### src/rtl/wb_unit_pkg.sv
// Shared encodings for the writeback unit: result select, load size and FSM state.
package wb_unit_pkg;

    typedef enum logic [1:0] {
        WB_SEL_ALU = 2'd0,
        WB_SEL_MEM = 2'd1,
        WB_SEL_PC4 = 2'd2,
        WB_SEL_CSR = 2'd3
    } wb_sel_e;

    typedef enum logic [1:0] {
        MEM_SIZE_B = 2'd0,
        MEM_SIZE_H = 2'd1,
        MEM_SIZE_W = 2'd2
    } mem_size_e;

    typedef enum logic [1:0] {
        StIdle    = 2'd0,
        StWaitMem = 2'd1,
        StWrite   = 2'd2
    } wb_state_e;

endpackage

### src/rtl/wb_unit_load_ext.sv
// Load data alignment and sign/zero extension; extension layout assumes 32-bit data.
module wb_unit_load_ext
    import wb_unit_pkg::*;
#(
    parameter int unsigned DATA_WIDTH = 32
) (
    input  logic [DATA_WIDTH-1:0] mem_rdata_i,
    input  logic [1:0]            off_i,
    input  logic [1:0]            size_i,
    input  logic                  unsigned_i,
    output logic [DATA_WIDTH-1:0] value_o
);

    logic [DATA_WIDTH-1:0] shifted;
    logic                  sgn_b;
    logic                  sgn_h;

    assign shifted = mem_rdata_i >> {off_i, 3'b000};
    assign sgn_b   = ~unsigned_i & shifted[7];
    assign sgn_h   = ~unsigned_i & shifted[15];

    always_comb begin
        value_o = mem_rdata_i;
        case (mem_size_e'(size_i))
            MEM_SIZE_B: value_o = {{(DATA_WIDTH - 8){sgn_b}}, shifted[7:0]};
            MEM_SIZE_H: value_o = {{(DATA_WIDTH - 16){sgn_h}}, shifted[15:0]};
            default:    value_o = mem_rdata_i;
        endcase
    end

endmodule

### src/rtl/wb_unit.sv
// Writeback stage: result select, load wait/extension, regfile write and busy scoreboard.
// Optional macro WBU_BYPASS_EN adds bypass outputs and lets hazard ignore the register being written.
module wb_unit
    import wb_unit_pkg::*;
#(
    parameter int unsigned ADDR_WIDTH = 5,
    parameter int unsigned DATA_WIDTH = 32
) (
    input  logic                  clk,
    input  logic                  rst,
    input  logic                  in_valid_i,
    output logic                  in_ready_o,
    input  logic                  in_wen_i,
    input  logic [ADDR_WIDTH-1:0] in_rd_i,
    input  logic [1:0]            in_sel_i,
    input  logic [DATA_WIDTH-1:0] in_alu_res_i,
    input  logic [DATA_WIDTH-1:0] in_pc_i,
    input  logic [DATA_WIDTH-1:0] in_csr_rdata_i,
    input  logic [1:0]            in_mem_size_i,
    input  logic                  in_mem_unsigned_i,
    input  logic [1:0]            in_mem_off_i,
    input  logic                  mem_rvalid_i,
    input  logic [DATA_WIDTH-1:0] mem_rdata_i,
    output logic                  rf_wen_o,
    output logic [ADDR_WIDTH-1:0] rf_waddr_o,
    output logic [DATA_WIDTH-1:0] rf_wdata_o,
    input  logic                  issue_valid_i,
    input  logic [ADDR_WIDTH-1:0] issue_rd_i,
    input  logic [ADDR_WIDTH-1:0] chk_rs1_i,
    input  logic [ADDR_WIDTH-1:0] chk_rs2_i,
    input  logic [ADDR_WIDTH-1:0] chk_rd_i,
`ifdef WBU_BYPASS_EN
    output logic                  byp_valid_o,
    output logic [ADDR_WIDTH-1:0] byp_rd_o,
    output logic [DATA_WIDTH-1:0] byp_data_o,
`endif
    output logic                  hazard_o,
    output logic                  retire_o
);

    localparam int unsigned NumRegs = 2 ** ADDR_WIDTH;

    wb_state_e             state_q, state_d;
    logic                  wen_q, wen_d;
    logic [ADDR_WIDTH-1:0] rd_q, rd_d;
    logic [DATA_WIDTH-1:0] data_q, data_d;
    logic [1:0]            size_q, size_d;
    logic                  uns_q, uns_d;
    logic [1:0]            off_q, off_d;
    logic [NumRegs-1:0]    busy_q, busy_d;
    logic [NumRegs-1:0]    busy_eff;
    logic                  accept;
    logic [DATA_WIDTH-1:0] sel_val;
    logic [DATA_WIDTH-1:0] load_val;

    wb_unit_load_ext #(
        .DATA_WIDTH (DATA_WIDTH)
    ) u_load_ext (
        .mem_rdata_i (mem_rdata_i),
        .off_i       (off_q),
        .size_i      (size_q),
        .unsigned_i  (uns_q),
        .value_o     (load_val)
    );

    assign in_ready_o = (state_q != StWaitMem);
    assign accept     = in_valid_i && in_ready_o;
    assign retire_o   = (state_q == StWrite);
    assign rf_wen_o   = retire_o && wen_q && (rd_q != '0);
    assign rf_waddr_o = rd_q;
    assign rf_wdata_o = data_q;

    always_comb begin
        sel_val = in_alu_res_i;
        case (wb_sel_e'(in_sel_i))
            WB_SEL_PC4: sel_val = in_pc_i + DATA_WIDTH'(4);
            WB_SEL_CSR: sel_val = in_csr_rdata_i;
            default:    sel_val = in_alu_res_i;
        endcase
    end

    always_comb begin
        state_d = state_q;
        wen_d   = wen_q;
        rd_d    = rd_q;
        data_d  = data_q;
        size_d  = size_q;
        uns_d   = uns_q;
        off_d   = off_q;
        case (state_q)
            StWaitMem: begin
                if (mem_rvalid_i) begin
                    data_d  = load_val;
                    state_d = StWrite;
                end
            end
            StWrite: state_d = StIdle;
            default: state_d = StIdle;
        endcase
        // Accept is only possible in Idle/Write, so it overrides their next state.
        if (accept) begin
            wen_d   = in_wen_i;
            rd_d    = in_rd_i;
            data_d  = sel_val;
            size_d  = in_mem_size_i;
            uns_d   = in_mem_unsigned_i;
            off_d   = in_mem_off_i;
            state_d = (wb_sel_e'(in_sel_i) == WB_SEL_MEM) ? StWaitMem : StWrite;
        end
    end

    always_comb begin
        busy_d = busy_q;
        if (rf_wen_o) begin
            busy_d[rf_waddr_o] = 1'b0;
        end
        if (issue_valid_i && (issue_rd_i != '0)) begin
            busy_d[issue_rd_i] = 1'b1;
        end
        busy_d[0] = 1'b0;
    end

`ifdef WBU_BYPASS_EN
    assign byp_valid_o = rf_wen_o;
    assign byp_rd_o    = rf_waddr_o;
    assign byp_data_o  = rf_wdata_o;

    always_comb begin
        busy_eff = busy_q;
        if (rf_wen_o) begin
            busy_eff[rf_waddr_o] = 1'b0;
        end
    end
`else
    assign busy_eff = busy_q;
`endif

    assign hazard_o = busy_eff[chk_rs1_i] | busy_eff[chk_rs2_i] | busy_eff[chk_rd_i];

    always_ff @(posedge clk) begin
        if (rst) begin
            state_q <= StIdle;
            wen_q   <= 1'b0;
            rd_q    <= '0;
            data_q  <= '0;
            size_q  <= 2'd0;
            uns_q   <= 1'b0;
            off_q   <= 2'd0;
            busy_q  <= '0;
        end else begin
            state_q <= state_d;
            wen_q   <= wen_d;
            rd_q    <= rd_d;
            data_q  <= data_d;
            size_q  <= size_d;
            uns_q   <= uns_d;
            off_q   <= off_d;
            busy_q  <= busy_d;
        end
    end

endmodule

### config.mk
export PLATFORM = sky130hd
export DESIGN_NAME = wb_unit
export DESIGN_NICKNAME = d
export VERILOG_FILES = /design/src/rtl/wb_unit_pkg.sv /design/src/rtl/wb_unit_load_ext.sv /design/src/rtl/wb_unit.sv
export SDC_FILE = /design/constraint.sdc
export NUM_CORES = 1
export LEC_CHECK = 0
export CORE_ASPECT_RATIO = 0.5
export CORE_MARGIN = 10
export CORE_UTILIZATION = 49
export DETAILED_ROUTE_END_ITERATION = 10
export PLACE_DENSITY = 0.87
export SLEW_MARGIN = 10
export SYNTH_ARGS = -nofsm -noshare
export SYNTH_HDL_FRONTEND = slang
export SYNTH_SLANG_ARGS = --single-unit
### constraint.sdc
create_clock -name clk -period 4.43 [get_ports clk]
set_input_delay 0.886 -clock clk [delete_from_list [all_inputs] [get_ports clk]]
set_output_delay 0.886 -clock clk [all_outputs]
set_load 0.05 [all_outputs]
# After elaboration in Yosys (flattened, before gate mapping)
# Cells that the tools add are included.
# word_totals
input_bits,166
elab_cells,67
regBits,77
# classes
eq_ne,8
reduce_logical,12
muxes,21
bitwise,8
n_lt_le_gt_ge,7
shift,1
n_addsub,1
# op_table
cell,n
32-bit two-way mux,5
32-bit one-hot mux with 2 select lines,2
"32-bit by 3-bit adder with 32-bit output, second input constant",1
32-bit bitwise AND,1
32-bit NOT,1
32-bit bitwise OR,1
32-bit by 5-bit right shift with 16-bit output,1
"5-bit by 6-bit less-than comparator with 1-bit output, second input constant",5
1-bit binary-select mux with 5-bit select,3
1-bit demux with 5-bit select,2
"5-bit by 1-bit greater-or-equal comparator with 1-bit output, second input constant",2
5-bit nonzero test,2
2-bit two-way mux,4
"2-bit by 1-bit equality test with 1-bit output, second input constant",3
"2-bit equality test, second input constant",3
1-bit logical AND,6
1-bit two-way mux,5
2-bit nonzero test,2
"3-bit != test, second input constant",1
1-bit bitwise AND,2
2-bit logical NOT,1
"2-bit by 1-bit != test with 1-bit output, second input constant",1
1-bit bitwise OR,2
2-bit AND reduction,1
1-bit NOT,1

# Depth between registers and ports, before layout
# depth
word_depth,9
depth_mapped,7

# Cells and area by module
# From an unflattened synthesis, not the netlist that was laid out.
# hier_totals
cells_unflattened,800
area_unflattened_um2,6067.1
# modules_own_cells
module,cells_per_inst,seq_area_each_um2,n_inst,area_per_inst_um2
wb_unit,687,1521.5,1,5326.4
wb_unit_load_ext,113,0.0,1,740.7

# Worst setup path before layout
# Ideal clock, no wire load.
# synth_timing
path_kind,input -> output
start,input port chk_rd_i[2]
end,output port hazard_o
arrival_ps,2530
stages,6
slack_ps,1014
path_cell_list,clkbuf_1 > mux2_2 > o311ai_0 > nor3_1 > nor4_1 > nand3_1
# synth_via
elab_chain_len,3
# synth_lines
element,line_no,rtl
start: declaration,wb_unit.sv:31,"input logic [ADDR_WIDTH-1:0] chk_rd_i,"
1-bit binary-select mux with 5-bit select,wb_unit.sv:138,assign hazard_o = busy_eff[chk_rs1_i] | busy_eff[chk_rs2_i] | busy_eff[chk_rd_i];
1-bit two-way mux (not written as such),wb_unit.sv:138,
1-bit bitwise OR,wb_unit.sv:138,
end: declaration,wb_unit.sv:37,"output logic hazard_o,"
# Every way passes these cells. The select of a mux whose other input is x is not followed.

# Worst setup path in the final report
# layout_timing
start,input port chk_rd_i[0]
end,output port hazard_o
# The elaborated chain is that of the path after synthesis.

==> results.json <==
{
  "worst_slew_pin_slew_ps": 973,
  "grt.total_usage_pct": 27.5,
  "n_antenna_cell": 0,
  "drt-wirelength-per-cell_um": 22.4,
  "ant_nets": 0,
  "clockBufferDepth": 2,
  "grt_pass1_wl_mm": 35.3,
  "io_pins": 207,
  "drc": 0,
  "drv_slew": 0,
  "wl_mm": 23.1,
  "htree_levels": 3,
  "whs_ps": 468,
  "portBuffers": 206,
  "ir_worst_vdd_mv": 0.164,
  "final_util_pct": 71.8,
  "cts_setup_buffers": 0,
  "setup_slack_ps": 304,
  "cts_resized": 0,
  "ys_seq_area_share_pct": 27.2,
  "power.leakage_nw": 2.67,
  "drive_gt1_share_pct": 7.46,
  "grt_pass1_vias": 6282,
  "clock-sinks": 76,
  "synth_edf_count": 0,
  "die_width_um": 171,
  "max_slew_margin_pct": 35.1,
  "path_clk_slew_ps": 60,
  "fin_crit_sh_pct": 93.1,
  "antenna_found_initial": 0,
  "ctsHoldBuffers": 0,
  "num_vias": 6589,
  "hold_path.class": "reg -> reg",
  "drtIter0Drc": 626,
  "cp-start-kind": "input pin",
  "setup_viol": 0,
  "pre_cts_slack_ps": 322,
  "period_needed_ps": 4130,
  "ys_warn_count": 0,
  "skew_ps": 9.54,
  "fmax_mhz": 242,
  "end_kind": "output pin",
  "avgSynthCellArea_um2": 7.92,
  "dieHeight_um": 95.6,
  "synth_cell_types": 65,
  "power_mw": 2.06,
  "p_per_area_nw_per_um2": 259,
  "overflow": 0,
  "final_common_cell": "clkdlybuf4s50_1",
  "area_delta_synth_final_pct": 42.1,
  "num_rows": 27,
  "coreArea_um2": 11100,
  "path_class": "in -> out",
  "grt_max_degree": 47,
  "finalSetupTns_ps": 0,
  "syn_area_um2": 5600,
  "initial_utilization_pct": 50.5,
  "layout_common_cells": "204 x clkdlybuf4s50_1, 113 x nand2_1, 76 x dfxtp_1",
  "drtPass1Iterations": 5,
  "synthCells": 707,
  "ys.flop_type": "dfxtp_1",
  "nNetsFinal": 1047,
  "cp.required_ps": 3540,
  "maxCapViolations": 0,
  "synth-seq-cells": 76,
  "vias_per_cell": 6.40,
  "syn_nets": 874,
  "gp_congestion": 1.00,
  "cp.arrival_ps": 3240,
  "clock-root-buffer": "clkbuf_16",
  "async_flop_share_pct": 0,
  "cp_max_fo": 10,
  "rsz0062_at_grt": "false",
  "place_hpwl_mm": 18.1,
  "dieArea_um2": 16400,
  "cts_inserted_buffers": 9,
  "cts_tree": "done",
  "status": "completed",
  "hold_viol_final": 0,
  "insertion_delay_ps": 340
}
==> sequential cells by signal, summed over array words and instances (netlist names) <==
| signal | flops |
|---|---|
| rf_wdata_o | 32 |
| busy_eff | 31 |
| rf_waddr_o | 5 |
| off_q | 2 |
| size_q | 2 |
| state_q | 2 |
| uns_q | 1 |
| wen_q | 1 |
==> Yosys cell counts, types with 3 or more instances <==
library cell | count | area (um^2)
and4_1 | 3 | 26.3
nor2_1 | 40 | 150
nor3_1 | 10 | 50.1
a211oi_1 | 6 | 45.0
nor4_1 | 7 | 43.8
and3_1 | 6 | 37.5
a22oi_1 | 11 | 82.6
nand4b_1 | 4 | 35.0
a2111oi_0 | 5 | 43.8
buf_2 | 11 | 55.1
nand2b_1 | 17 | 106
buf_1 | 8 | 30.0
a31oi_1 | 5 | 31.3
o211ai_1 | 16 | 120
a221o_1 | 4 | 40.0
a21oi_1 | 70 | 350
xnor2_1 | 11 | 96.3
nor2b_1 | 10 | 62.6
mux2_2 | 7 | 78.8
a221oi_1 | 13 | 114
nand3_1 | 15 | 75.1
and2_1 | 7 | 43.8
a22o_1 | 4 | 35.0
and3b_1 | 3 | 26.3
nand4_1 | 15 | 93.8
o31a_1 | 3 | 26.3
dfxtp_1 | 76 | 1520
o22ai_1 | 4 | 25.0
clkbuf_1 | 32 | 120
o221ai_1 | 14 | 123
or3_1 | 8 | 50.1
inv_1 | 4 | 15.0
xor2_1 | 13 | 114
nand2_1 | 113 | 424
nand3b_1 | 3 | 22.5
o21ai_0 | 49 | 245
mux4_2 | 21 | 473
mux2i_1 | 20 | 200
nor3b_1 | 5 | 37.5
==> cells by family after synthesis <==
logic type,after synthesis,share of synthesized area [%]
AO/OA/AOI/OAI,226,26.9
flip-flops,76,27.2
multiplexers,48,13.4
buffers and inverters,58,4.27
AND/OR/NAND/NOR,274,24.3
XOR/XNOR,24,3.75
adder cells (fa/ha/maj),1,0.223
==> routing by layer <==
metal,vias up,track usage [%],share of wire (%)
met5,-,0,0
met4,0,8.12,2.4
met3,54,6.51,8.2
met2,361,49.4,51
met1,3135,32.4,38
li1,3039,-,-
==> final cells by class <==
class | instances | area [um^2]
Clock buffer | 11 | 243
Clock inverter | 5 | 36.3
Fill cell | 866 | 3120
Inverter | 6 | 22.5
Multi-Input combinational cell | 573 | 3840
Sequential cell | 76 | 1520
Tap cell | 145 | 181
Timing Repair Buffer | 214 | 2110
==> critical path, stage by stage <==
cell             delay (ps)
clkdlybuf4s50_1         780
mux4_2                  570
a22oi_1                 210
nand4_1                 120
nor4_1                  330
nand3_1                 120
buf_4                   220
==> metrics by stage <==
step                      instances  instance area (um^2)
final                          1030                  7960
after global routing           1030                  7960
after CTS                      1030                  7960
after detailed placement       1014                  7680
after global placement         1014                  7680
after floorplan                 707                  5600
==> final timing paths <==
kind / from / endpoint / slack, ps / cells after the start
max: chk_rd_i[0] / hazard_o / 300 / 7
min: wen_q / wen_q / 470 / 2
max reg2reg: off_q[1] / rf_wdata_o[17] / 1780 / 5
min reg2reg: wen_q / wen_q / 470 / 2
==> power breakdown <==
part	internal (mW)	switching, mW	leakage, nW
registers	0.719	0.0347	0.622
logic	0.281	0.336	1.91
clock network	0.397	0.296	0.140
Note: power is estimated with default switching activity, not from simulation.
